==> src/rtl/cpuif_arbiter_pkg.sv <==
// Shared types and helpers for the CPU-interface arbiter.
// Optional response timeout is enabled by defining CPUIF_ARB_TIMEOUT_EN.
package cpuif_arbiter_pkg;

  localparam int CPUIF_AW = 32;
  localparam int CPUIF_DW = 32;

  typedef enum logic [1:0] {IDLE, ISSUE, WAIT, RESP} state_e;

  typedef struct packed {
    logic                is_wr;
    logic [CPUIF_AW-1:0] addr;
    logic [CPUIF_DW-1:0] wr_data;
    logic [CPUIF_DW-1:0] wr_biten;
  } req_t;

  function automatic int idx_width(input int n);
    return (n > 1) ? $clog2(n) : 1;
  endfunction

  // s is always below 2*n here, so one subtraction is a full modulo.
  function automatic int wrap_idx(input int s, input int n);
    return (s >= n) ? s - n : s;
  endfunction

endpackage

==> src/rtl/cpuif_arbiter_rr_arbiter.sv <==
// Combinational round-robin pick: first requester at or after the pointer.
module rr_arbiter
  import cpuif_arbiter_pkg::*;
#(
  parameter int N  = 2,
  parameter int IW = 1
) (
  input  logic [N-1:0]  i_req,
  input  logic [IW-1:0] i_ptr,
  output logic [N-1:0]  o_gnt,
  output logic [IW-1:0] o_idx
);

  logic [IW-1:0] w_j;

  // Scan from the farthest offset down so the nearest requester wins last.
  always_comb begin
    o_gnt = '0;
    o_idx = '0;
    w_j   = '0;
    for (int k = N - 1; k >= 0; k--) begin
      w_j = IW'(wrap_idx(int'(i_ptr) + k, N));
      if (i_req[w_j]) begin
        o_gnt      = '0;
        o_gnt[w_j] = 1'b1;
        o_idx      = w_j;
      end
    end
  end

endmodule

==> src/rtl/cpuif_arbiter.sv <==
// Round-robin sharing of one regblock CPU interface between N_REQ requesters.
// Define CPUIF_ARB_TIMEOUT_EN to add the TIMEOUT_CYCLES response timeout.
module cpuif_arbiter
  import cpuif_arbiter_pkg::*;
#(
  parameter int N_REQ      = 2,
  parameter int ADDR_WIDTH = 32,
  parameter int DATA_WIDTH = 32
`ifdef CPUIF_ARB_TIMEOUT_EN
  ,
  parameter int TIMEOUT_CYCLES = 64
`endif
) (
  input  logic                        clk,
  input  logic                        arst_n,
  input  logic [N_REQ-1:0]            m_req,
  input  logic [N_REQ-1:0]            m_is_wr,
  input  logic [N_REQ*ADDR_WIDTH-1:0] m_addr,
  input  logic [N_REQ*DATA_WIDTH-1:0] m_wr_data,
  input  logic [N_REQ*DATA_WIDTH-1:0] m_wr_biten,
  output logic [N_REQ-1:0]            m_ack,
  output logic                        m_err,
  output logic [DATA_WIDTH-1:0]       m_rd_data,
  output logic                        cpuif_req,
  output logic                        cpuif_req_is_wr,
  output logic [ADDR_WIDTH-1:0]       cpuif_addr,
  output logic [DATA_WIDTH-1:0]       cpuif_wr_data,
  output logic [DATA_WIDTH-1:0]       cpuif_wr_biten,
  input  logic                        cpuif_req_stall_wr,
  input  logic                        cpuif_req_stall_rd,
  input  logic                        cpuif_rd_ack,
  input  logic                        cpuif_rd_err,
  input  logic [DATA_WIDTH-1:0]       cpuif_rd_data,
  input  logic                        cpuif_wr_ack,
  input  logic                        cpuif_wr_err
);

  localparam int IW = idx_width(N_REQ);

  state_e                r_state;
  req_t                  r_req;
  logic [N_REQ-1:0]      r_gnt;
  logic [IW-1:0]         r_ptr;
  logic                  r_cpuif_req;
  logic [N_REQ-1:0]      r_ack;
  logic                  r_err;
  logic [DATA_WIDTH-1:0] r_rd_data;

  logic [N_REQ-1:0] w_gnt;
  logic [IW-1:0]    w_idx;
  req_t             w_pick;
  logic             w_stall, w_ack, w_err, w_done, w_to, w_timeout, w_block;

  rr_arbiter #(.N(N_REQ), .IW(IW)) u_rr (
    .i_req (m_req),
    .i_ptr (r_ptr),
    .o_gnt (w_gnt),
    .o_idx (w_idx)
  );

  always_comb begin
    w_pick.is_wr    = m_is_wr[w_idx];
    w_pick.addr     = CPUIF_AW'(m_addr[int'(w_idx)*ADDR_WIDTH +: ADDR_WIDTH]);
    w_pick.wr_data  = CPUIF_DW'(m_wr_data[int'(w_idx)*DATA_WIDTH +: DATA_WIDTH]);
    w_pick.wr_biten = CPUIF_DW'(m_wr_biten[int'(w_idx)*DATA_WIDTH +: DATA_WIDTH]);
  end

  assign w_stall = r_req.is_wr ? cpuif_req_stall_wr : cpuif_req_stall_rd;
  assign w_ack   = r_req.is_wr ? cpuif_wr_ack : cpuif_rd_ack;
  assign w_err   = r_req.is_wr ? cpuif_wr_err : cpuif_rd_err;
  // An ack alongside a stalled request does not belong to this transaction.
  assign w_done  = ((r_state == ISSUE) && !w_stall && w_ack) || ((r_state == WAIT) && w_ack);
  assign w_to    = w_timeout && ((r_state == ISSUE) || (r_state == WAIT)) && !w_done;

`ifdef CPUIF_ARB_TIMEOUT_EN
  localparam int CNT_W = $clog2(TIMEOUT_CYCLES + 1);
  logic [CNT_W-1:0] r_cnt;
  logic             r_drop, r_drop_wr;
  logic             w_drop_hit;

  assign w_timeout  = (r_cnt == CNT_W'(TIMEOUT_CYCLES - 1));
  assign w_drop_hit = r_drop_wr ? cpuif_wr_ack : cpuif_rd_ack;
  assign w_block    = r_drop;

  always_ff @(posedge clk or negedge arst_n) begin
    if (!arst_n) begin
      r_cnt     <= '0;
      r_drop    <= 1'b0;
      r_drop_wr <= 1'b0;
    end else begin
      if ((r_state == ISSUE) || (r_state == WAIT)) r_cnt <= r_cnt + 1'b1;
      else                                         r_cnt <= '0;
      if (w_to) begin
        r_drop    <= 1'b1;
        r_drop_wr <= r_req.is_wr;
      end else if (r_drop && w_drop_hit) begin
        r_drop <= 1'b0;
      end
    end
  end
`else
  assign w_timeout = 1'b0;
  assign w_block   = 1'b0;
`endif

  always_ff @(posedge clk or negedge arst_n) begin
    if (!arst_n) begin
      r_state     <= IDLE;
      r_req       <= '0;
      r_gnt       <= '0;
      r_ptr       <= '0;
      r_cpuif_req <= 1'b0;
      r_ack       <= '0;
      r_err       <= 1'b0;
      r_rd_data   <= '0;
    end else begin
      r_ack <= '0;
      case (r_state)
        IDLE: begin
          if (|m_req && !w_block) begin
            r_req       <= w_pick;
            r_gnt       <= w_gnt;
            r_ptr       <= IW'(wrap_idx(int'(w_idx) + 1, N_REQ));
            r_cpuif_req <= 1'b1;
            r_state     <= ISSUE;
          end
        end
        ISSUE, WAIT: begin
          if (w_done) begin
            r_cpuif_req <= 1'b0;
            r_ack       <= r_gnt;
            r_err       <= w_err;
            r_rd_data   <= r_req.is_wr ? '0 : cpuif_rd_data;
            r_state     <= RESP;
          end else if (w_to) begin
            r_cpuif_req <= 1'b0;
            r_ack       <= r_gnt;
            r_err       <= 1'b1;
            r_rd_data   <= '0;
            r_state     <= RESP;
          end else if ((r_state == ISSUE) && !w_stall) begin
            r_cpuif_req <= 1'b0;
            r_state     <= WAIT;
          end
        end
        RESP:    r_state <= IDLE;
        default: r_state <= IDLE;
      endcase
    end
  end

  assign m_ack           = r_ack;
  assign m_err           = r_err;
  assign m_rd_data       = r_rd_data;
  assign cpuif_req       = r_cpuif_req;
  assign cpuif_req_is_wr = r_req.is_wr;
  assign cpuif_addr      = ADDR_WIDTH'(r_req.addr);
  assign cpuif_wr_data   = DATA_WIDTH'(r_req.wr_data);
  assign cpuif_wr_biten  = DATA_WIDTH'(r_req.wr_biten);

endmodule

==> config.mk <==
export PLATFORM = sky130hd
export DESIGN_NAME = cpuif_arbiter
export DESIGN_NICKNAME = d
export VERILOG_FILES = /design/src/rtl/cpuif_arbiter_pkg.sv /design/src/rtl/cpuif_arbiter_rr_arbiter.sv /design/src/rtl/cpuif_arbiter.sv
export SDC_FILE = /design/constraint.sdc
export NUM_CORES = 1
export LEC_CHECK = 0
export CAP_MARGIN = 10
export CORE_AREA = 2 2 144 146
export DETAILED_ROUTE_END_ITERATION = 16
export DIE_AREA = 0 0 146 148
export PLACE_DENSITY_LB_ADDON = 0.15
export SETUP_SLACK_MARGIN = 0.3
export SYNTH_ARGS = -nofsm -noshare
export SYNTH_HDL_FRONTEND = slang
export SYNTH_SLANG_ARGS = --single-unit
export TNS_END_PERCENT = 1
==> constraint.sdc <==
create_clock -name clk -period 4.55 [get_ports clk]
set_input_delay 0.455 -clock clk [delete_from_list [all_inputs] [get_ports clk]]
set_output_delay 0.455 -clock clk [all_outputs]
set_load 0.02 [all_outputs]
==> metrics.csv <==
stage;metric;value;unit
sta;rsz0062_at_grt;no;
cts;cts_tree;yes;
synth;synth_seq_area_share;60.3;%
placed_design;dpl.hpwl;15400;µm
routing;via_count;5569;
cells_and_area;drive_gt1_share;5.40;%
sta;final_max_slew_viol_count;0;
setup_path;r2r_slack;2.33;ns
routing;dr.pass1.iters;9;
die;rows;52;
die;dieArea;21600;µm²
cts;htree_num_levels;4;
synth;ys.flop_type;dfrtp_1;
routing;wl_per_cell;18.6;µm
setup_path;cp.arrival;2.50;ns
sta;setup_ws;2.33;ns
synth;synth_fa_ha_area_share;0.874;%
placed_design;post-place-cells;1109;
die;io-pin-count;369;
cells_and_area;num_antenna_cells;0;
sta;min_period_over_period;48.8;%
synth;yosys_warnings;0;
sta;hold_violations;0;
routing;drt-initial-drc-count;632;
synth;synth-compound-area-share;21.7;%
cells_and_area;area_growth;79.3;%
grt;antenna_found_initial;1;
routing;drcViolationCount;0;
setup_path;critical_path_class;flop to flop;
pwr;fin_total_pwr;7.02;mW
synth;synth_top_family_by_area;compound AO/OA/AOI/OAI gates;
sta;final.setup.tns;0;ns
cts;cts_resized;0;
cts;cts.sinks;138;
pwr;vdd_drop_max;0.000267;V
cts;numCtsBuffers;17;
placed_design;place_ws;2.03;ns
synth;netlist_area;5730;µm²
setup_path;crit_required;4.82;ns
setup_path;cpMostUsedCell;buf_4;
cts;holdBufCountCts;0;
synth;synth_common_cells;dfrtp_1, inv_1, a222oi_1;
sta;period_needed;2.22;ns
synth;synthXorXnorAreaFrac;0;%
min_path;hold_path.class;primary input to async pin;
cts;cts-root-buf;clkbuf_16;
die;fp.dieW;146;µm
pwr;pwr-share-seq;30.1;%
synth;ys_ff_latch;138;
job;drv_cap;0;
grt;grt.overflow.total;0;
die;core;20000;µm²
die;initial_utilization;28.6;%
grt;track_usage;19.1;%
setup_path;critPathLaunchType;flop;
cells_and_area;fin_nets;1098;
pwr;p_per_area;684;nW/µm²
grt;grt_pass1_vias;5673;
setup_path;cp_slowest_cell;o211ai_4;
synth;synthDistinctLibCells;26;
pwr;intPower;4.33;mW
synth;synthSimpleGateAreaFrac;6.05;%
cts;worstSkewPairLatency;0.42;ns
cts;cts.path.max_buffers;2;
status;outcome;complete, no violations;
synth;synth-edff-count;0;
routing;ant_nets;0;
synth;synth_fp_nets;745;
synth;yosys-top-cells-area;dfrtp_1, a222oi_1, inv_1, nand2b_1, o21ai_0;
setup_path;end_kind;flop;
setup_path;crit_chain;buf_4 -> mux2i_1 -> o211ai_4 -> buf_4 -> o21ai_0;
sta;final-setup-viol-count;0;
synth;avgSynthCellArea;11.3;µm²
sta;worst_pin_slew;0.927;ns
grt;grt_pass1_wl;32000;µm
cells_and_area;final_cell_area;10300;µm²
synth;ys_async_sr_fraction;100;%
sta;fin_skew;0.0121;ns
cts;post_cts_buffers;0;
routing;wl;21200;µm
placed_design;place_congestion;0.813;
pwr;swShare;38.4;%
sta;fmax;0.450;GHz
sta;slew_headroom;38.2;%
setup_path;cpLargestDelayFamily;compound AO/OA/AOI/OAI gates;
synth;synthMuxAreaShare;0.809;%
cells_and_area;final-instance-count-excl-fill;1141;
routing;vias_per_cell;4.88;
synth;yosysTopAreaCell;dfrtp_1;
setup_path;cp_max_fo;40;
cells_and_area;postLayoutCoreUtil;51.2;%
synth;synth.most_common_cell;dfrtp_1;
pwr;switchingPower;2.69;mW
synth;synth_cells;505;
die;fp.dieH;148;µm
pwr;p_leak;4.68;nW
pwr;clockPowerShare;20.5;%
placed_design;io_buffers;368;
sta;timing.hold.ws;0.130;ns
grt;grt_max_degree;102;
placed_design;placed_cell_area;9660;µm²
synth;yosys.area.top_type_share;60.3;%
cts;clk_pin_slew;0.06;ns
setup_path;slowest_delay;0.62;ns
setup_path;critPathBufInv;2;
pwr;comb_power_share;49.4;%
-- placed cells by master (no fill, tap or decap), drive strengths merged --
| cell | instances |
|---|---|
| nor2 | 2 |
| a22oi | 1 |
| clkinv | 3 |
| bufinv | 3 |
| mux2 | 2 |
| dfrtp | 138 |
| o22a | 1 |
| buf | 9 |
| o21ai | 35 |
| a21oi | 4 |
| nor3b | 1 |
| inv | 109 |
| o21bai | 1 |
| ha | 4 |
| clkinvlp | 2 |
| o21a | 1 |
| clkdlybuf4s50 | 367 |
| a222oi | 97 |
| a21o | 3 |
| mux2i | 2 |
| nand2b | 32 |
| nand2 | 35 |
| o211ai | 1 |
| clkbuf | 18 |
-- cells by family (layout without fill, tap and decap cells) --
family,Yosys count,count (layout)
muxes,4,4
and+or+nand+nor,70,70
buffers and inverters,145,511
DFF,138,138
adders and majority gates,4,4
AOI/OAI and AO/OA,144,144
-- state kept, by name, summed over array words and instances (netlist names), 2 cells and up --
register        count
cpuif_addr         32
cpuif_wr_biten     32
cpuif_wr_data      32
m_rd_data          32
m_ack               2
r_gnt               2
r_state             2
-- power by group through the flow --
stage                     logic [mW]  registers (mW)  clock network, mW
after detailed placement        3.50            2.12                  0
after CTS                       3.51            2.11               1.48
after floorplan                 1.21            2.72                  0
after global routing            3.73            2.18               1.54
final                           3.47            2.11               1.44
after global placement          3.43            2.10                  0
-- metal layers --
metal | share of wire [%] | global-route usage [%] | wire length, µm | up-vias
li1 | - | - | - | 2545
met1 | 38 | 22.5 | 8130 | 2695
met2 | 51 | 32.9 | 10800 | 298
met3 | 8.5 | 5.83 | 1810 | 31
met4 | 2.5 | 7.48 | 520 | 0
met5 | 0 | 0 | 0 | -
-- final timing paths --
check	start	endpoint	cells past startpoint
setup / recovery	cpuif_req_is_wr$_DFFE_PN0P_	m_rd_data[27]$_DFFE_PN0P_	5
hold / removal	arst_n	cpuif_wr_biten[18]$_DFFE_PN0P_	1
setup reg to reg	cpuif_req_is_wr$_DFFE_PN0P_	m_rd_data[27]$_DFFE_PN0P_	5
hold reg to reg	r_gnt[0]$_DFFE_PN0P_	r_gnt[0]$_DFFE_PN0P_	1
max in group asynchronous	arst_n	cpuif_addr[26]$_DFFE_PN0P_	2
min in group clk	r_gnt[0]$_DFFE_PN0P_	r_gnt[0]$_DFFE_PN0P_	1
-- area by class of cell --
cell class,instances,area (µm²)
clock inverter,14,183
multi-input combinational,222,1720
timing repair buffer,376,3760
inverter,103,387
tap,270,338
clock buffer,18,429
sequential,138,3450
fill,1811,9770
Note: power is estimated with default switching activity, not from simulation.
